[src/rtl/vec_pkg.sv]
// Shared types and constants for the vector/matrix datapath blocks.
package vec_pkg;

    localparam int VEC_LANES = 16;
    localparam int MAT_ROWS  = 16;

    typedef enum logic [1:0] {
        VMO_ZERO    = 2'd0,
        VMO_FILL    = 2'd1,
        VMO_COPY    = 2'd2,
        VMO_EXTRACT = 2'd3
    } vec_mat_op_t;

    typedef enum logic [1:0] {
        VMM_IDLE = 2'd0,
        VMM_RUN  = 2'd1,
        VMM_DONE = 2'd2
    } vmm_state_t;

endpackage

[src/rtl/vec_mat_mover.sv]
// Bulk matrix/vector mover. Owns vec_ram read port A and the write port
// while busy. A row is read and written in the same RUN cycle because
// vec_ram returns read data combinationally.
//
// Handshake: a command is accepted on the rising edge where
// i_cmd_valid && o_cmd_ready; ready is high only in IDLE, so a valid
// held during a transfer simply waits and is taken in the first IDLE cycle.
// The FSM state is visible as the internal signal state_q.
module vec_mat_mover
    import vec_pkg::*;
#(
    parameter int VEC_SIZE        = 16,
    parameter int VEC_INDEX_WIDTH = 5
) (
    input  logic                                      i_clk,
    input  logic                                      i_rst,
    input  logic                                      i_cmd_valid,
    output logic                                      o_cmd_ready,
    input  logic [1:0]                                i_cmd_op,
    input  logic [VEC_INDEX_WIDTH-1:0]                i_cmd_dst,
    input  logic [VEC_INDEX_WIDTH-1:0]                i_cmd_src,
    input  logic [3:0]                                i_cmd_row,
    output logic                                      o_busy,
    output logic                                      o_done,
    output logic [VEC_INDEX_WIDTH-1:0]                o_read_index_a,
    output logic [3:0]                                o_read_row_a,
    output logic                                      o_read_matrix_a,
    input  logic [VEC_LANES-1:0][VEC_SIZE-1:0]        i_read_data_a,
    output logic                                      o_write_enable,
    output logic [VEC_INDEX_WIDTH-1:0]                o_write_index,
    output logic [3:0]                                o_write_row,
    output logic                                      o_write_matrix,
    output logic [VEC_LANES-1:0][VEC_SIZE-1:0]        o_write_data
);

    localparam logic [3:0] ROW_LAST = 4'(MAT_ROWS - 1);

    vmm_state_t                 state_q;
    vmm_state_t                 state_d;
    vec_mat_op_t                op_q;
    logic [VEC_INDEX_WIDTH-1:0] dst_q;
    logic [VEC_INDEX_WIDTH-1:0] src_q;
    logic [3:0]                 xrow_q;
    logic [3:0]                 row_q;
    logic                       accept;
    logic                       last_cycle;

    assign accept     = (state_q == VMM_IDLE) && i_cmd_valid;
    // EXTRACT is a single-row move; matrix ops stop on row 15, never on wrap.
    assign last_cycle = (op_q == VMO_EXTRACT) || (row_q == ROW_LAST);

    // State register.
    always_ff @(posedge i_clk) begin
        if (i_rst) begin
            state_q <= VMM_IDLE;
        end else begin
            state_q <= state_d;
        end
    end

    // Next-state logic.
    always_comb begin
        state_d = state_q;
        case (state_q)
            VMM_IDLE: if (accept) state_d = VMM_RUN;
            VMM_RUN:  if (last_cycle) state_d = VMM_DONE;
            VMM_DONE: state_d = VMM_IDLE;
            default:  state_d = VMM_IDLE;
        endcase
    end

    // Command latch and row counter; fields are only sampled at acceptance.
    always_ff @(posedge i_clk) begin
        if (i_rst) begin
            op_q   <= VMO_ZERO;
            dst_q  <= '0;
            src_q  <= '0;
            xrow_q <= '0;
            row_q  <= '0;
        end else if (accept) begin
            op_q   <= vec_mat_op_t'(i_cmd_op);
            dst_q  <= i_cmd_dst;
            src_q  <= i_cmd_src;
            xrow_q <= i_cmd_row;
            row_q  <= '0;
        end else if (state_q == VMM_RUN && !last_cycle) begin
            row_q <= row_q + 4'd1;
        end
    end

    // Port drive: everything zero outside RUN, per-op addressing inside RUN.
    // Write enable is masked by reset so an abort lands no write on that edge.
    always_comb begin
        o_cmd_ready     = (state_q == VMM_IDLE);
        o_busy          = (state_q == VMM_RUN) || (state_q == VMM_DONE);
        o_done          = (state_q == VMM_DONE);
        o_read_index_a  = '0;
        o_read_row_a    = '0;
        o_read_matrix_a = 1'b0;
        o_write_enable  = 1'b0;
        o_write_index   = '0;
        o_write_row     = '0;
        o_write_matrix  = 1'b0;
        o_write_data    = '0;
        if (state_q == VMM_RUN) begin
            o_write_enable = !i_rst;
            o_write_index  = dst_q;
            case (op_q)
                VMO_ZERO: begin
                    o_write_matrix = 1'b1;
                    o_write_row    = row_q;
                end
                VMO_FILL: begin
                    o_read_index_a = src_q;
                    o_write_matrix = 1'b1;
                    o_write_row    = row_q;
                    o_write_data   = i_read_data_a;
                end
                VMO_COPY: begin
                    o_read_matrix_a = 1'b1;
                    o_read_index_a  = src_q;
                    o_read_row_a    = row_q;
                    o_write_matrix  = 1'b1;
                    o_write_row     = row_q;
                    o_write_data    = i_read_data_a;
                end
                VMO_EXTRACT: begin
                    o_read_matrix_a = 1'b1;
                    o_read_index_a  = src_q;
                    o_read_row_a    = xrow_q;
                    o_write_data    = i_read_data_a;
                end
                default: begin
                    o_write_enable = 1'b0;
                end
            endcase
        end
    end

endmodule

[config.mk]
export PLATFORM = sky130hd
export DESIGN_NAME = vec_mat_mover
export DESIGN_NICKNAME = d
export VERILOG_FILES = /design/src/rtl/vec_pkg.sv /design/src/rtl/vec_mat_mover.sv
export SDC_FILE = /design/constraint.sdc
export NUM_CORES = 1
export LEC_CHECK = 0
export CAP_MARGIN = 25
export CORE_AREA = 2 2 218 220
export CTS_BUF_LIST = sky130_fd_sc_hd__clkbuf_4 sky130_fd_sc_hd__clkbuf_8
export DETAILED_ROUTE_END_ITERATION = 12
export DIE_AREA = 0 0 220 222
export GPL_TIMING_DRIVEN = 0
export PLACE_DENSITY = 0.45
export SETUP_SLACK_MARGIN = 0.3
export SLEW_MARGIN = 20
export SYNTH_ARGS = -nofsm -noshare
export SYNTH_HDL_FRONTEND = slang
export SYNTH_SLANG_ARGS = --single-unit
[constraint.sdc]
create_clock -name i_clk -period 1.99 [get_ports i_clk]
set_input_delay 0.4975 -clock i_clk [delete_from_list [all_inputs] [get_ports i_clk]]
set_output_delay 0.4975 -clock i_clk [all_outputs]
set_load 0.01 [all_outputs]
Yosys cells after proc, flatten, opt, wreduce, memory -nomap -nowiden
Index checks and enable logic that the tools add are counted.
{ "classes": {"n_addsub": 1, "reduce_logical": 13, "n_eq_ne": 8, "n_mux": 17} }
{ "ops": {"columns": ["cell", "n"], "rows": [
  ["$mux 256", 2],
  ["$mux 5", 3],
  ["$mux 4", 3],
  ["$pmux 4 s2", 1],
  ["$eq 2x2->1 const B", 3],
  ["$reduce_or 3->1", 2],
  ["$mux 1", 5],
  ["$add 4x1->4 const B", 1],
  ["$eq 2x1->1 const B", 2],
  ["$eq 4x4->1 const B", 1],
  ["$logic_not 2->1", 2],
  ["$mux 2", 2],
  ["$pmux 2 s2", 1],
  ["$reduce_or 2->1", 2],
  ["$logic_and 1x1->1", 2],
  ["$logic_not 1->1", 2],
  ["$logic_or 1x1->1", 2],
  ["$ne 2x1->1 const B", 1],
  ["$ne 2x2->1 const B", 1],
  ["$reduce_and 2->1", 1]
]} }
{ "word_totals": {"elab_cells": 45, "ff_bits": 22, "out_inout_bits": 280, "input_bits": 275} }

Depth between registers and ports, before layout
Gate-level depths: netlist of run 1.
{ "logic_depth": {"ltp_word": 4, "ltp_mapped": 7, "ltp_nobuf": 6} }

Least setup slack after synthesis of run 1
OpenSTA, ideal clock, no wires.
{ "synth_path": {"path_kind": "flip-flop to output port", "startpoint": "register state_q[1]", "endpoint": "output o_write_data[100] in the netlist's numbering", "t_arrival_ns": 1.309, "setup_slack_ns": 0.184, "required_ns": 1.492, "n_path_buf": 2, "path_stages_with_launch": 8, "path_cell_list": "dfxtp_1 -> inv_1 -> ha_1 -> inv_2 -> nor2_8 -> buf_6 -> buf_6 -> and2_1"} }
{ "synth_lines": {"columns": ["element", "line_no", "source"], "rows": [
  ["start, declared", "vec_mat_mover.sv:38", "vmm_state_t state_q;"],
  ["start signal, assigned", "vec_mat_mover.sv:57", "state_q <= state_d;"],
  ["end, declared", "vec_mat_mover.sv:33", "output logic [VEC_LANES-1:0][VEC_SIZE-1:0] o_write_data"]
]} }

==> Flow_metrics.wiki, run 1 <==
{| class="wikitable"
! Metric !! Value
|-
| Result of the run || complete, but fails checks
|-
| Violations in the final reports || setup timing
|-
| Avg WL per Cell || 17.3 µm
|-
| Total number of nets in the final design || 1318
|-
| Die Area || 0.0488 mm²
|-
| Peak-usage layer in the global routing report || met2
|-
| Total number of placement rows || 79
|-
| Antenna Violating Nets Remaining || 0
|-
| Count of clock tree sinks || 22
|-
| Time the final worst path needs with I/O delays and setup || 2.51 ns
|-
| Register bit total from synthesis || 22
|-
| Class of the most critical hold timing path || register to register
|-
| Via count of the first global-routing pass || 5031
|-
| Instance count of the mapped netlist || 422
|-
| Category of the most critical setup path || register to primary output
|-
| Ranking of synthesized cells by instance count || and2_1, nand2_1, dfxtp_1
|-
| Fraction of met3 tracks used by global routing || 3.35%
|-
| Area fraction of the dominant cell type after synthesis || 57.1%
|-
| Endpoints failing setup || 258
|-
| Static Leak || 4.41 nW
|-
| Proportion of synthesized area in mux cells || 1.69%
|-
| Reg-to-reg slack, setup || 0.19 ns
|-
| Detail-routed via count per cell || 3.08
|-
| GR met2 Demand/Resource || 18.5%
|-
| Number of distinct library cells after synthesis || 27
|-
| Layout cell share with drive strength beyond 1 || 42.5%
|-
| Most frequently used cell type in the post-synthesis netlist || and2_1
|-
| Buffers on Ports || 554
|-
| Pin count of the biggest net entering global routing || 13
|-
| Final total power || 2.77 mW
|-
| Clock network latency to the later pin of the worst-skew pair || 0.27 ns
|-
| Horizontal die dimension || 220 µm
|-
| Overall routing resource usage || 10.4%
|-
| FILL cells || 5244
|-
| Skew final || 0.00819 ns
|-
| Average size of a mapped cell || 7.01 µm²
|-
| Die Y-Extent || 222 µm
|-
| Worst Hold Depth || 2
|-
| Total of warnings raised by yosys || 0
|-
| Critical path endpoint category || primary output
|-
| Dominant combinational cell family by area after synthesis || simple AND/OR/NAND/NOR gates
|-
| Slew of the pin with the lowest slew margin || 0.599 ns
|-
| Area grow syn2layout || 227%
|-
| Number of max-cap violations || 0
|-
| Fraction of the mapped netlist area in adder cells || 1.69%
|-
| Worst Hold End || dst_q[0]
|-
| Critical hold path startpoint || dst_q[0]
|-
| Crit start category || register
|-
| Period utilization || 126%
|-
| Worst max-slew margin expressed relative to the limit || 60.1%
|-
| Ranking of synthesized cells by area || and2_1, dfxtp_1, buf_6
|-
| Reg-to-reg critical path startpoint || state_q[1]
|-
| Cell area after synthesis || 0.00296 mm²
|-
| Max Freq || 399 MHz
|-
| Area of the multi-input gates || 0.00241 mm²
|-
| Number of antenna violations at the first check in global routing || 0
|-
| Clock Path Buffers || 2
|-
| Router iterations before antenna repair || 6
|-
| Final hold violation count || 0
|-
| Post-placement cell count || 1583
|-
| Synthesized netlist net count || 701
|-
| Placed Area || 0.00928 mm²
|-
| Setup repair after global routing missed its margin || yes
|-
| Final critical-path setup slack || -0.517 ns
|-
| Leading register cell type out of synthesis || dfxtp_1
|-
| Post-synth ARST share || 0%
|-
| Wire length of the first global-routing pass || 36800 µm
|-
| Worst-path clk slew || 0.09 ns
|-
| CTS tree || done
|-
| H-tree level count || 1
|-
| Sequential element share of the synthesized area || 14.9%
|-
| Placeable core region || 0.0463 mm²
|-
| DRC || 0
|-
| Compound-cell area share of the yosys netlist || 5.67%
|-
| Starting density of the core || 6.39%
|-
| Number of CTS-inserted buffers || 3
|-
| Global route overflow || 0
|-
| Wirelength, routed || 28500 µm
|-
| CTS root buf || clkbuf_8
|-
| Critical register-to-register path endpoint || dst_q[2]
|-
| Sum of negative setup slack || -78.53 ns
|-
| Global-route track usage on met1 || 12.6%
|-
| Cell type with the highest aggregate area in the netlist || and2_1
|-
| EDFF count, synth || 0
|-
| Required time worst endpoint || 1.49 ns
|-
| Final-layout worst hold slack || 0.455 ns
|-
| Final cell utilization of the core || 20.9%
|-
| Fin. max-slew vios || 0
|-
| Post-Layout Inst Area || 0.00969 mm²
|-
| Cells on worst reg2reg path || 7
|-
| Power per cell area || 286 mW/mm²
|-
| Largest vdd supply drop || 0.212 mV
|-
| Largest driver fanout on the critical path || 8
|-
| Simple-gate share of the synthesized area || 65.4%
|-
| Sequential standard cell area || 444 µm²
|-
| I/O pin count || 555
|-
| Count of placed standard cells in the final layout, fillers left out || 1645
|-
| Critical path arrival || 2.01 ns
|-
| Via total after detailed routing || 5063
|-
| Post-synthesis share of cell area spent on xor and xnor gates || 0%
|-
| Worst setup timing slack at the placement stage || -0.929 ns
|-
| Placer congestion estimate || 0.901
|-
| DRC violation total after the first TritonRoute iteration || 106
|-
| Antenna cell count || 0
|-
| Detailed Place HPWL || 24200 µm
|}
where the power goes:
part / switching [mW] / internal [mW]
Sequential: 0.0298 / 0.484
Combinational: 0.728 / 1.19
Clock: 0.165 / 0.177
worst max path at each step:
stage | from | endpoint | depth (start not counted)
2_1_floorplan | state_q[1] | o_write_data[100] | 7
3_3_place_gp | state_q[1] | o_write_data[9] | 7
3_5_place_dp | state_q[1] | o_write_data[9] | 7
4_1_cts | state_q[1] | o_write_data[232] | 9
5_1_grt | state_q[1] | o_write_data[24] | 13
6_report | state_q[1] | o_write_data[25] | 13
layout by cell type, fill, tap and decap left out, drive strengths merged, types with 5 or more instances in the layout:
cell	n
clkdlybuf4s15	45
a21oi	19
mux2i	5
inv	6
clkdlybuf4s50	281
nand2	37
nor2	8
dfxtp	22
buf	201
o21ai	5
and2	270
clkbuf	120
registers in the layout, indices dropped and copies added, names as in the netlist:
name	flops
dst_q	5
state_q	2
xrow_q	4
src_q	5
op_q	2
row_q	4
cells by family (layout without fill, tap and decap cells):
kind of cell	count (synthesis)	count (layout)
adder cells (fa/ha/maj)	4	4
multiplexers	5	5
AND/OR/NAND/NOR	322	322
flip-flops	22	22
AO/OA/AOI/OAI	29	29
buffers and inverters	40	656
final cells by class:
cell class / instances / area share (%)
multi-input combinational: 360 / 24.9
sequential: 22 / 4.59
buffer: 34 / 4.73
clock buffer: 4 / 0.568
timing repair buffer: 612 / 57.0
inverter: 6 / 0.336
tap: 607 / 7.84
routing by layer:
| layer | wire length, µm | part of all wire [%] |
|---|---|---|
| met5 | 0 | 0 |
| met4 | 73 | 0.26 |
| met3 | 2880 | 10 |
| met2 | 13800 | 49 |
| met1 | 11700 | 41 |
worst max-delay path, stage by stage (launching register included):
cell and delay [ns]:
dfxtp_2 0.34, inv_2 0.05, ha_4 0.17, inv_6 0.07, nor2_8 0.03, buf_12 0.14
buf_6 0.12, buf_6 0.11, buf_6 0.10, buf_6 0.10, buf_8 0.11, buf_6 0.11
and2_4 0.15, buf_6 0.13
what timing repair did:
action / 4_1_cts / 5_1_grt
pin swaps: 13 / 18
gates resized for setup: 616 / 515
endpoints found under the hold margin: 0 / 0
gates cloned: 4 / 7
hold buffers: 0 / 0
setup buffers: 20 / 27
endpoints found under the setup margin: 290 / 290
No activity file was read; power rests on OpenSTA's default activity.
==> run 2, diff against run 1 <==
--- a/config.mk
+++ b/config.mk
@@ -5,13 +5,15 @@
 export SDC_FILE = /design/constraint.sdc
 export NUM_CORES = 1
 export LEC_CHECK = 0
+export ABC_AREA = 0
 export CAP_MARGIN = 25
-export CORE_AREA = 2 2 218 220
+export CORE_AREA = 2 2 219 221
 export CTS_BUF_LIST = sky130_fd_sc_hd__clkbuf_4 sky130_fd_sc_hd__clkbuf_8
 export DETAILED_ROUTE_END_ITERATION = 12
-export DIE_AREA = 0 0 220 222
+export DIE_AREA = 0 0 221 223
+export DONT_BUFFER_PORTS = 1
 export GPL_TIMING_DRIVEN = 0
-export PLACE_DENSITY = 0.45
+export PLACE_DENSITY = 0.3
 export SETUP_SLACK_MARGIN = 0.3
 export SLEW_MARGIN = 20
 export SYNTH_ARGS = -nofsm -noshare
==> run 2 against run 1 <==
Die area rose by 0.91%. Power fell by 27%. The flow still finishes with violations (setup timing). Critical path depth fell by 5. Routed wire length fell by 27%. Setup slack improved by 0.31 ns. Maximum frequency rose by 14%. Register-to-register slack improved by 0.22 ns. Non-clock buffer count fell by 595. Worst hold slack got worse by 0.12 ns.
==> Flow_metrics.wiki, run 2 (synthesized netlist as in run 1, its figures left out) <==
{| class="wikitable"
! Metric !! Value
|-
| Result of the run || complete, but fails checks
|-
| Violations in the final reports || setup timing
|-
| Biggest regs || dst_q: 5 flops, src_q: 5 flops
|-
| Maximum cell stage delay along the critical path || 0.34 ns (about the same)
|-
| Time the final worst path needs with I/O delays and setup || 2.19 ns (-0.315 ns)
|-
| Final critical-path setup slack || -0.203 ns (+0.315 ns)
|-
| Slew of the pin with the lowest slew margin || 0.656 ns (+0.0575 ns)
|-
| Starting density of the core || 6.27% (-0.12 points)
|-
| Horizontal die dimension || 221 µm (+0.45%)
|-
| Antenna Violating Nets Remaining || 0 (unchanged)
|-
| Global route overflow || 0 (unchanged)
|-
| Wire length of the first global-routing pass || 24800 µm (-33%)
|-
| Critical path endpoint category || primary output
|-
| Count of clock tree sinks || 22 (unchanged)
|-
| Required time worst endpoint || 1.49 ns (about the same)
|-
| Class of the most critical hold timing path || input pin to register
|-
| Die Y-Extent || 223 µm (+0.45%)
|-
| Top library cells by usage in the layout, fill and taps aside || and2_4, nand2_1, dfxtp_1, buf_8, a21oi_1
|-
| Number of antenna violations at the first check in global routing || 6 (+6)
|-
| Total number of placement rows || 80 (+1.3%)
|-
| Area grow syn2layout || 65.2%
|-
| Avg WL per Cell || 19.8 µm (+14%)
|-
| Setup repair after global routing missed its margin || yes
|-
| Category of the most critical setup path || register to primary output
|-
| Critical path arrival || 1.70 ns (-0.31 ns)
|-
| Power per cell area || 416 mW/mm² (+45%)
|-
| Most common cell after layout, fill and taps aside || and2_4
|-
| Layout cell share with drive strength beyond 1 || 72.2% (+30 points)
|-
| Worst-path clk slew || 0.10 ns (about the same)
|-
| H-tree level count || 1 (unchanged)
|-
| Fin. max-slew vios || 0 (unchanged)
|-
| Clock network latency to the later pin of the worst-skew pair || 0.28 ns (about the same)
|-
| Critical-path cell list || inv_2 > ha_4 > inv_6 > nor2_8 > buf_12 > buf_12 > buf_8 > and2_4
|-
| Largest vdd supply drop || 0.294 mV (+38%)
|-
| Crit start category || register
|-
| Via total after detailed routing || 3046 (-40%)
|-
| Pin count of the biggest net entering global routing || 14 (+1)
|-
| Global-route track usage on met1 || 7.83% (-4.8 points)
|-
| Clock Path Buffers || 2 (unchanged)
|-
| Detail-routed via count per cell || 2.88 (-6.5%)
|-
| Cell repeated most along the worst path || buf_12
|-
| Final-layout worst hold slack || 0.337 ns (-0.118 ns)
|-
| Final total power || 2.03 mW (-27%)
|-
| Number of buffers inserted by hold repair at cts || 0 (unchanged)
|-
| Buffers on Ports || 0 (-100%)
|-
| Largest driver fanout on the critical path || 10 (+2)
|-
| DRC || 0 (unchanged)
|-
| Total number of nets in the final design || 723 (-45%)
|-
| Sum of negative setup slack || -38.05 ns (+40.48 ns)
|-
| Max Freq || 456 MHz (+14%)
|-
| Placeable core region || 0.0471 mm² (+1.9%)
|-
| Static Leak || 1.93 nW (-56%)
|-
| Wirelength, routed || 20900 µm (-27%)
|-
| Final cell utilization of the core || 10.4% (-11 points)
|-
| CTS tree || done
|-
| Worst setup timing slack at the placement stage || -0.607 ns (+0.322 ns)
|-
| Placer congestion estimate || 0.827 (-8.2%)
|-
| Top delay family on crit path || buffers and inverters
|-
| Detailed Place HPWL || 17600 µm (-28%)
|-
| CTS root buf || clkbuf_8
|-
| Die Area || 0.0493 mm² (+0.91%)
|-
| I/O pin count || 555 (unchanged)
|-
| Endpoints failing setup || 261 (+1.2%)
|-
| Fraction of met3 tracks used by global routing || 3.04% (-0.30 points)
|-
| Overall routing resource usage || 7.24% (-3.1 points)
|-
| DRC violation total after the first TritonRoute iteration || 145 (+37%)
|-
| Slowest cell on crit path || dfxtp_2
|-
| Via count of the first global-routing pass || 2795 (-44%)
|-
| Peak-usage layer in the global routing report || met2
|-
| FILL cells || 5491 (+4.7%)
|-
| Number of CTS-inserted buffers || 3 (unchanged)
|-
| Period utilization || 110% (-16 points)
|-
| Router iterations before antenna repair || 4 (-2)
|-
| Number of max-cap violations || 0 (unchanged)
|-
| Skew final || 0.00780 ns (-0.000391 ns)
|-
| GR met2 Demand/Resource || 12.9% (-5.6 points)
|-
| Worst Path Buf+Inv || 5 (-5)
|-
| Final hold violation count || 0 (unchanged)
|-
| Worst max-slew margin expressed relative to the limit || 56.3% (-3.8 points)
|}
[run 2: cell count changes in the layout (fill, tap and decap cells not counted), sizes merged, moves of 3 or more]
cell           previous run  this run
buf                     201        41
clkbuf                  120        13
clkdlybuf4s15            45         0
clkdlybuf4s50           281         0
dlymetal6s2s              3         0
[run 2: worst paths after layout]
| check | from | end | slack, ns | cells past startpoint |
|---|---|---|---|---|
| max | state_q[1] | o_write_data[155] | -0.20 | 8 |
| min | i_cmd_src[4] | src_q[4] | 0.34 | 2 |
| max reg2reg | state_q[1] | dst_q[4] | 0.41 | 9 |
| min reg2reg | dst_q[2] | dst_q[2] | 0.45 | 2 |
[run 2: layout make-up]
| type | instances | area, µm² | share of cell area, % |
|---|---|---|---|
| multi-input cells | 360 | 2870 | 58.7 |
| well taps | 615 | 769 | 15.7 |
| plain buffers | 34 | 452 | 9.24 |
| flip-flops and latches | 22 | 443 | 9.07 |
| repair buffers | 17 | 251 | 5.15 |
| clock buffers | 3 | 41.3 | 0.845 |
| clock inverters | 1 | 30.0 | 0.615 |
| inverters | 6 | 30.0 | 0.615 |
| diodes | 1 | 2.50 | 0.0512 |
[run 2: through the flow]
stage	area (µm²)	std cells
2_1_floorplan	2980	422
3_3_place_gp	3750	1037
3_5_place_dp	3750	1037
4_1_cts	4440	1050
5_1_grt	4890	1059
6_report	4890	1059
[run 2: where the power goes]
group	switching, mW	internal, mW
Combinational	0.549	0.520
Clock	0.180	0.270
Sequential	0.0288	0.483
[run 2: what timing repair did]
action	4_1_cts	5_1_grt
buffers inserted	7	3
gates cloned	2	5
resized for setup	231	121
setup endpoints to repair	282	289
pin swaps	22	33
[run 2: routing by layer]
layer | vias to the layer above | wire (µm)
li1 | 1324 | -
met1 | 1419 | 7570
met2 | 260 | 10700
met3 | 35 | 2080
met4 | 8 | 558
met5 | - | 48
